==> src/rtl/mips_pkg.sv <==
// Shared types and sizes for the multiply unit.
package mips_pkg;
    typedef enum logic [1:0] {IDLE, CALC, COMMIT} mult_state_t;
    localparam int MULT_W     = 32;
    localparam int MULT_CNT_W = $clog2(MULT_W) + 1;
endpackage

==> src/rtl/mult_negate.sv <==
// Conditional two's complement: y = neg ? -a : a.
module mult_negate #(
    parameter int N = 32
) (
    input  logic         neg,
    input  logic [N-1:0] a,
    output logic [N-1:0] y
);
    assign y = neg ? (~a + N'(1)) : a;
endmodule

==> src/rtl/mult_unit.sv <==
// Iterative radix-2 shift-add multiplier holding the architectural HI/LO pair.
// Optional MULT_EARLY_TERM_EN: leave CALC once the remaining multiplier bits are zero.
import mips_pkg::*;

module mult_unit #(
    parameter int WIDTH = MULT_W
) (
    input  logic             clk,
    input  logic             rst,
    input  logic             start,
    input  logic             sgn,
    input  logic             flush,
    input  logic [WIDTH-1:0] srca,
    input  logic [WIDTH-1:0] srcb,
    output logic             busy,
    output logic             done,
    output logic [WIDTH-1:0] hi,
    output logic [WIDTH-1:0] lo
);
`ifdef MULT_EARLY_TERM_EN
    localparam bit EARLY_TERM = 1'b1;
`else
    localparam bit EARLY_TERM = 1'b0;
`endif

    mult_state_t             state;
    logic [MULT_CNT_W-1:0]   count;
    logic [WIDTH-1:0]        absA, absB, mplier;
    logic [2*WIDTH-1:0]      mcand, acc, result;
    logic                    neg, lastIter;

    mult_negate #(.N(WIDTH))   negA (.neg(sgn & srca[WIDTH-1]), .a(srca), .y(absA));
    mult_negate #(.N(WIDTH))   negB (.neg(sgn & srcb[WIDTH-1]), .a(srcb), .y(absB));
    mult_negate #(.N(2*WIDTH)) negR (.neg(neg), .a(acc), .y(result));

    // The multiplicand is kept pre-shifted in a 2W register, so mcand == |srca| << count.
    assign lastIter = (count == MULT_CNT_W'(WIDTH - 1)) ||
                      (EARLY_TERM && (mplier[WIDTH-1:1] == '0));

    always_ff @(posedge clk or posedge rst) begin
        if (rst) begin
            state  <= IDLE;
            busy   <= 1'b0;
            done   <= 1'b0;
            hi     <= '0;
            lo     <= '0;
            count  <= '0;
            acc    <= '0;
            mcand  <= '0;
            mplier <= '0;
            neg    <= 1'b0;
        end else begin
            done <= 1'b0;
            case (state)
                IDLE: begin
                    if (start && !flush) begin
                        mcand  <= {{WIDTH{1'b0}}, absA};
                        mplier <= absB;
                        neg    <= sgn & (srca[WIDTH-1] ^ srcb[WIDTH-1]);
                        acc    <= '0;
                        count  <= '0;
                        busy   <= 1'b1;
                        state  <= CALC;
                    end
                end
                CALC: begin
                    if (flush) begin
                        busy  <= 1'b0;
                        state <= IDLE;
                    end else begin
                        if (mplier[0])
                            acc <= acc + mcand;
                        mcand  <= mcand << 1;
                        mplier <= mplier >> 1;
                        count  <= count + MULT_CNT_W'(1);
                        if (lastIter)
                            state <= COMMIT;
                    end
                end
                COMMIT: begin
                    // A squash here must leave HI/LO untouched.
                    if (!flush) begin
                        {hi, lo} <= result;
                        done     <= 1'b1;
                    end
                    busy  <= 1'b0;
                    state <= IDLE;
                end
                default: begin
                    busy  <= 1'b0;
                    state <= IDLE;
                end
            endcase
        end
    end
endmodule

==> config.mk <==
export PLATFORM = sky130hd
export DESIGN_NAME = mult_unit
export DESIGN_NICKNAME = d
export VERILOG_FILES = /design/src/rtl/mips_pkg.sv /design/src/rtl/mult_negate.sv /design/src/rtl/mult_unit.sv
export SDC_FILE = /design/constraint.sdc
export NUM_CORES = 1
export LEC_CHECK = 0
export CAP_MARGIN = 10
export CORE_MARGIN = 2
export CORE_UTILIZATION = 64
export DETAILED_ROUTE_END_ITERATION = 7
export PLACE_DENSITY = 0.86
export REMOVE_ABC_BUFFERS = 1
export SYNTH_ARGS = -nofsm -noshare
export SYNTH_HDL_FRONTEND = slang
export SYNTH_SLANG_ARGS = --single-unit
==> constraint.sdc <==
create_clock -name clk -period 20.7 [get_ports clk]
set_input_delay 4.14 -clock clk [delete_from_list [all_inputs] [get_ports clk]]
set_output_delay 4.14 -clock clk [all_outputs]
set_load 0.05 [all_outputs]
==> flow_summary.toml, run 1 <==
[status]
status = "finished clean"

[worst_setup_path]
cp_cell_sequence = "clkdlybuf4s50_1, nor4_1, nand4_1, or4_1, nand2b_1, nor2_1, a21oi_1, xnor2_1, nor2_1, a21oi_1, o21ai_0"
path_class = "in2reg"
rr_startpoint = "acc[5]"
cp_max_fo = 5
critPathArrivalTime_ps = 7500
r2r_slack_ps = 16470
crit_buf_inv = 1
end_kind = "flip-flop"
timing.critical_path.slowest_cell_delay_ps = 980
crit_family = "simple AND/OR/NAND/NOR gates"
slowest_stage = "nor4_1"
r2r-end = "hi[31]"
reg2regPathDepth = 10
worst_setup_path_start_kind = "input pin"
required_ps = 21080

[clock_network]
cts_hold_buf = 0
cts_made_buffers = 25
cts_setup_buffers = 0
cts_tree = "built"
cts.repair.resized = 0
htreeDepth = 1
path_clk_slew_ps = 60
clk_latency_ps = 530
cts_root_buf = "clkbuf_16"
cts_buffer_depth = 3
cts_sinks = 235

[die]
dieArea_um2 = 25400
rows = 56
core_um2 = 23600
io_pins = 135
chipWidth_um = 159
initial_core_util_pct = 65.5
die_y_um = 159

[yosys]
yosysSeqAreaShare_pct = 38.0
synth_edf_count = 0
async_flop_share_pct = 100
yosys_warnings = 0
synth_area_leader_cell = "dfrtp_1"
syn_inst = 1907
synth-seq-cells = 235
netlist_top_cells_area = "dfrtp_1 38%, nand2_1 8.4%, o21ai_0 7.7%"
synth_flop_cell = "dfrtp_1"
netlist.area_leader.share_pct = 38.0
syn_area_um2 = 15500
avgSynthCellArea_um2 = 8.11
synth_cell_type_count = 72

[worst_hold_path]
min_path_type = "reg2reg"
hold_path_end = "lo[21]"
whs_path_depth = 2
hp-start = "lo[21]"

[global_routing]
grt_pass1_wl_mm = 67.6
grt_start_max_net_pins = 130
gr-usage-all-layers_pct = 32.0
grt_overflow = 0
antenna_found_initial = 0
grt_pass1_vias = 13500

[routing]
wl_met3_mm = 3.23
wl_met1_mm = 18.3
via_per_inst = 6.21
drt_iter0_drc = 1446
wl_met2_mm = 18.1
detail-route-antenna-nets = 0
vias = 14374
finalWirelength_mm = 40.7
post_drt_wl_per_cell_um = 17.6
firstDrtPassIters = 6
top_layer_used = "met4"
drt_drc_violations_left = 0

[sta]
tns_ps = 0
finalCritPeriodShare_pct = 34.4
finalCriticalPeriod_ps = 7130
max_slew_margin_pct = 22.6
slew_violations = 0
finalHoldViolCount = 0
rsz0062_at_grt = "false"
worst_pin_slew_ps = 1150
setup_viol = 0
timing.fmax_ghz = 0.140
skew_ps = 14.7

[power_and_ir_drop]
p_leak_uw = 0.00783
pwr_density_cell_nw_per_um2 = 81.8
total_power_uw = 1460
ir_worst_vdd_v = 0.0000589

[final_layout]
areaGrowthSynthToFinish_pct = 15.6
drive_gt1_share_pct = 4.21
fin_area_um2 = 17900
antenna_cells = 0
final_util_pct = 75.6
nets = 2113

[placed_design]
placed_area_um2 = 16900
port-buffer-count = 134
dp_hpwl_mm = 29.4
gp_congestion = 0.998

[flow_run]
maxCapViolCount = 0
[metrics by stage]
step | worst slack [ps] | hold slack (ps) | instances
CTS | 13650 | 482 | 2314
global placement | 13260 | 460 | 2268
floorplan | 10110 | 441 | 1804
finish | 13570 | 474 | 2314
global route | 13320 | 496 | 2314
detailed placement | 13150 | 469 | 2268
[per-layer routing]
layer | vias up | global-route usage (%)
met1 | 6831 | 46.6
met5 | - | 0
met3 | 84 | 4.32
met2 | 556 | 50.7
li1 | 6903 | -
met4 | 0 | 8.60
[state kept, by name, summed over array words and instances (netlist names)]
name and cells:
mplier 32, neg 1, mcand 64, busy 1, count 6, hi 32, done 1, state 2
acc 64, lo 32
[tightest hold or removal path, stage by stage, from the launching register on]
cell,delay [ps]
dfrtp_1,340
nand2_1,40
o21ai_0,60
[kinds of logic after synthesis]
group	after synthesis	share of synthesized area, %
xor gates and xnor gates	174	9.86
adders and majority gates	68	5.55
buffers and inverters	135	3.28
AOI/OAI and AO/OA	593	22.4
and+or+nand+nor	699	20.6
muxes	3	0.202
DFF	235	38.0
[cells in the mapped netlist (5+ instances only)]
cell type and count:
nand2_1 347, o21ai_0 237, dfrtp_1 235, a21oi_1 162, nor2_1 120, xor2_1 118
clkbuf_1 96, ha_1 67, xnor2_1 56, nand3_1 53, o31ai_1 34, inv_1 32
nor3_1 29, or3_1 28, nand4_1 24, o21ai_1 24, a21o_1 22, nor2b_1 18
o41ai_1 16, nor4_1 14, a31oi_1 12, and2_1 12, nand2b_1 12, o211ai_1 11
o21a_1 9, or4_1 9, o21bai_1 8, buf_1 7, or2_2 7, a211oi_1 6
a21boi_0 6, and3_1 6, o22ai_1 5
[where the power goes]
group,switching (µW),internal (µW)
Clock,185,313
Sequential,52.7,501
Combinational,256,155
Total,494,968
[worst max-delay path by stage]
stage	from	to	slack (ps)	cells after the start
global placement	srca[3]	mcand[26]	13260	10
global route	srca[3]	mcand[30]	13320	9
CTS	srca[3]	mcand[27]	13650	11
detailed placement	srca[3]	mcand[26]	13150	10
floorplan	rst	acc[0]	10110	1
finish	srca[3]	mcand[27]	13570	11
[area by class of cell]
cell class / count / area, µm²
Clock inverter: 9 / 176
Clock buffer: 37 / 751
Tap cell: 319 / 399
Multi-Input combinational cell: 1537 / 9100
Timing Repair Buffer: 145 / 1420
Inverter: 32 / 128
Fill cell: 1768 / 5750
Sequential cell: 235 / 5880
[cell usage in the layout, fill, tap and decap left out, types with 16 or more instances in the layout]
cell	count
clkbuf_16	25
o31ai_1	34
o21ai_0	236
nor2b_1	17
inv_1	31
nand3_1	53
nand2_1	347
o21ai_1	23
nor2_1	120
a21o_1	22
clkdlybuf4s50_1	134
nor3_1	29
ha_1	67
or3_1	28
dfrtp_1	234
a21oi_1	162
o41ai_1	16
nand4_1	24
xor2_1	118
xnor2_1	56
Power figures use the tool's default switching activity.
==> run 2, diff against run 1 <==
CORE_UTILIZATION = 59   (was 64)
PLACE_DENSITY = 0.8   (was 0.86)
clock period = 7 ns   (was 20.7 ns; I/O delays follow)
==> run 2 against run 1 <==
Against the previous run:
- critical path depth down 2
- clock skew decreased by 5.6 ps
- via count fell by 1.4%
- critical path type unchanged
- total power rose to 2.9 times the previous value
- combinational power grew to 3.0 times the previous value
- worst hold slack got worse by 5.7 ps
- non-clock buffer count rose by 1
- global-route usage shrank 2.9 points
- setup slack got worse by 11000 ps
- clock-buffer cell count rose by 2
- cell area shrank 0.32%
- largest cell class unchanged
==> flow_summary.toml, run 2 (synthesis results as in run 1) <==
[clock_network]
cts_root_buf = "clkbuf_16"
htreeDepth = 1
cts.repair.resized = 0
path_clk_slew_ps = 60
cts_made_buffers = 26
cts_setup_buffers = 0
clk_latency_ps = 530
cts_buffer_depth = 3
cts_sinks = 235
cts_tree = "built"
cts_hold_buf = 0

[worst_setup_path]
cp_cell_sequence = "clkdlybuf4s50_1, nor4_1, nand4_1, or4_1, nand2b_1, o31ai_1, o21ai_0, xnor2_1, o22ai_1"
required_ps = 7410
cp_max_fo = 5
rr_startpoint = "acc[4]"
end_kind = "flip-flop"
r2r_slack_ps = 2730
crit_family = "simple AND/OR/NAND/NOR gates"
reg2regPathDepth = 10
r2r-end = "hi[31]"
crit_buf_inv = 1
worst_setup_path_start_kind = "input pin"
path_class = "in2reg"
timing.critical_path.slowest_cell_delay_ps = 1000
slowest_stage = "nor4_1"
critPathArrivalTime_ps = 4810

[routing]
via_per_inst = 6.08
firstDrtPassIters = 5
drt_drc_violations_left = 0
finalWirelength_mm = 40.2
vias = 14176
drt_iter0_drc = 995
detail-route-antenna-nets = 0
post_drt_wl_per_cell_um = 17.2

[power_and_ir_drop]
sw_frac_of_total_pct = 34.8
clock_power_share_pct = 32.0
power_frac_seq_pct = 38.9
combinationalPowerShare_pct = 29.1
p_int_uw = 2740
pwr_density_cell_nw_per_um2 = 236
total_power_uw = 4200
p_leak_uw = 0.00780
power.switching_uw = 1460
ir_worst_vdd_v = 0.000212

[final_layout]
antenna_cells = 0
nets = 2115
fill_cells = 2128
final_cells = 2331
areaGrowthSynthToFinish_pct = 15.2
fin_area_um2 = 17800
layout_common_cells = "347 x nand2_1, 236 x o21ai_0, 234 x dfrtp_1"
largestRegisters = "acc (64), mcand (64)"
final_common_cell = "nand2_1"
drive_gt1_share_pct = 4.16

[global_routing]
antenna_found_initial = 0
gr-usage-all-layers_pct = 29.1
grt_start_max_net_pins = 138
grt_pass1_wl_mm = 67.0
grt_overflow = 0
grt_pass1_vias = 13460

[sta]
setup_viol = 0
finalHoldViolCount = 0
worst_pin_slew_ps = 1170
rsz0062_at_grt = "false"
skew_ps = 9.07
finalCritPeriodShare_pct = 62.9
timing.fmax_ghz = 0.227
max_slew_margin_pct = 21.1
setup_ws_ps = 2600
slew_violations = 0
finalCriticalPeriod_ps = 4400

[placed_design]
gp_congestion = 0.976
port-buffer-count = 134
dp.cells = 2285
dp_slack_ps = 2130
placed_area_um2 = 17000
dp_hpwl_mm = 29.4

[die]
core_um2 = 25900
dieArea_um2 = 27500
rows = 59
die_y_um = 166
chipWidth_um = 166
io_pins = 135
initial_core_util_pct = 59.7

[status]
status = "finished clean"

[worst_hold_path]
hp-start = "count[5]"
min_path_type = "reg2reg"
whs_path_depth = 1
hold_path_end = "state[1]"

[flow_run]
maxCapViolCount = 0
-- run 2: cell types whose count changed in the layout (fill, tap and decap cells not counted), moves of 2 or more --
cell / delta
clkbuf_8: -2
clkinv_2: +3
clkbuf_1: +2
clkbuf_16: +2
bufinv_16: -4
-- run 2: through the flow --
| stage | hold slack (ps) | utilization, % | TNS (ps) |
|---|---|---|---|
| CTS | 460 | 68.7 | 0 |
| global placement | 456 | 65.5 | 0 |
| floorplan | 441 | - | -229950 |
| finish | 469 | 68.7 | 0 |
| detailed placement | 464 | 65.5 | 0 |
| global route | 482 | 68.7 | 0 |
-- run 2: how the worst max path moves through the flow --
| stage | start | to | cells after the start |
|---|---|---|---|
| floorplan | rst | acc[0] | 1 |
| global placement | srca[3] | mcand[26] | 10 |
| detailed placement | srca[3] | mcand[30] | 9 |
| CTS | srca[3] | mcand[30] | 9 |
| global route | srca[3] | mcand[30] | 9 |
| finish | srca[3] | mcand[30] | 9 |
-- run 2: metal layers --
metal  vias up  global-route usage, %  part of all wire [%]
met1      6633                   41.8                    46
li1       6891                      -                     -
met3        87                   4.60                   8.0
met2       565                   46.4                    44
met4         0                   7.22                   2.4
met5         -                      0                     0
-- run 2: final cells by class --
class	count	area, µm²	area share, %
clock inverters	7	62.6	0.351
multi-input cells	1537	9100	51.1
flip-flops and latches	235	5880	33.0
inverters	32	128	0.717
clock buffers	39	781	4.38
well taps	335	419	2.35
repair buffers	146	1430	8.04
-- run 2: power groups by stage --
stage               clock network [µW]  registers, µW  logic, µW
detailed placement                   0           1650       1200
CTS                               1360           1630       1210
global placement                     0           1650       1170
finish                            1350           1630       1220
global route                      1420           1650       1360
floorplan                            0           1630        866
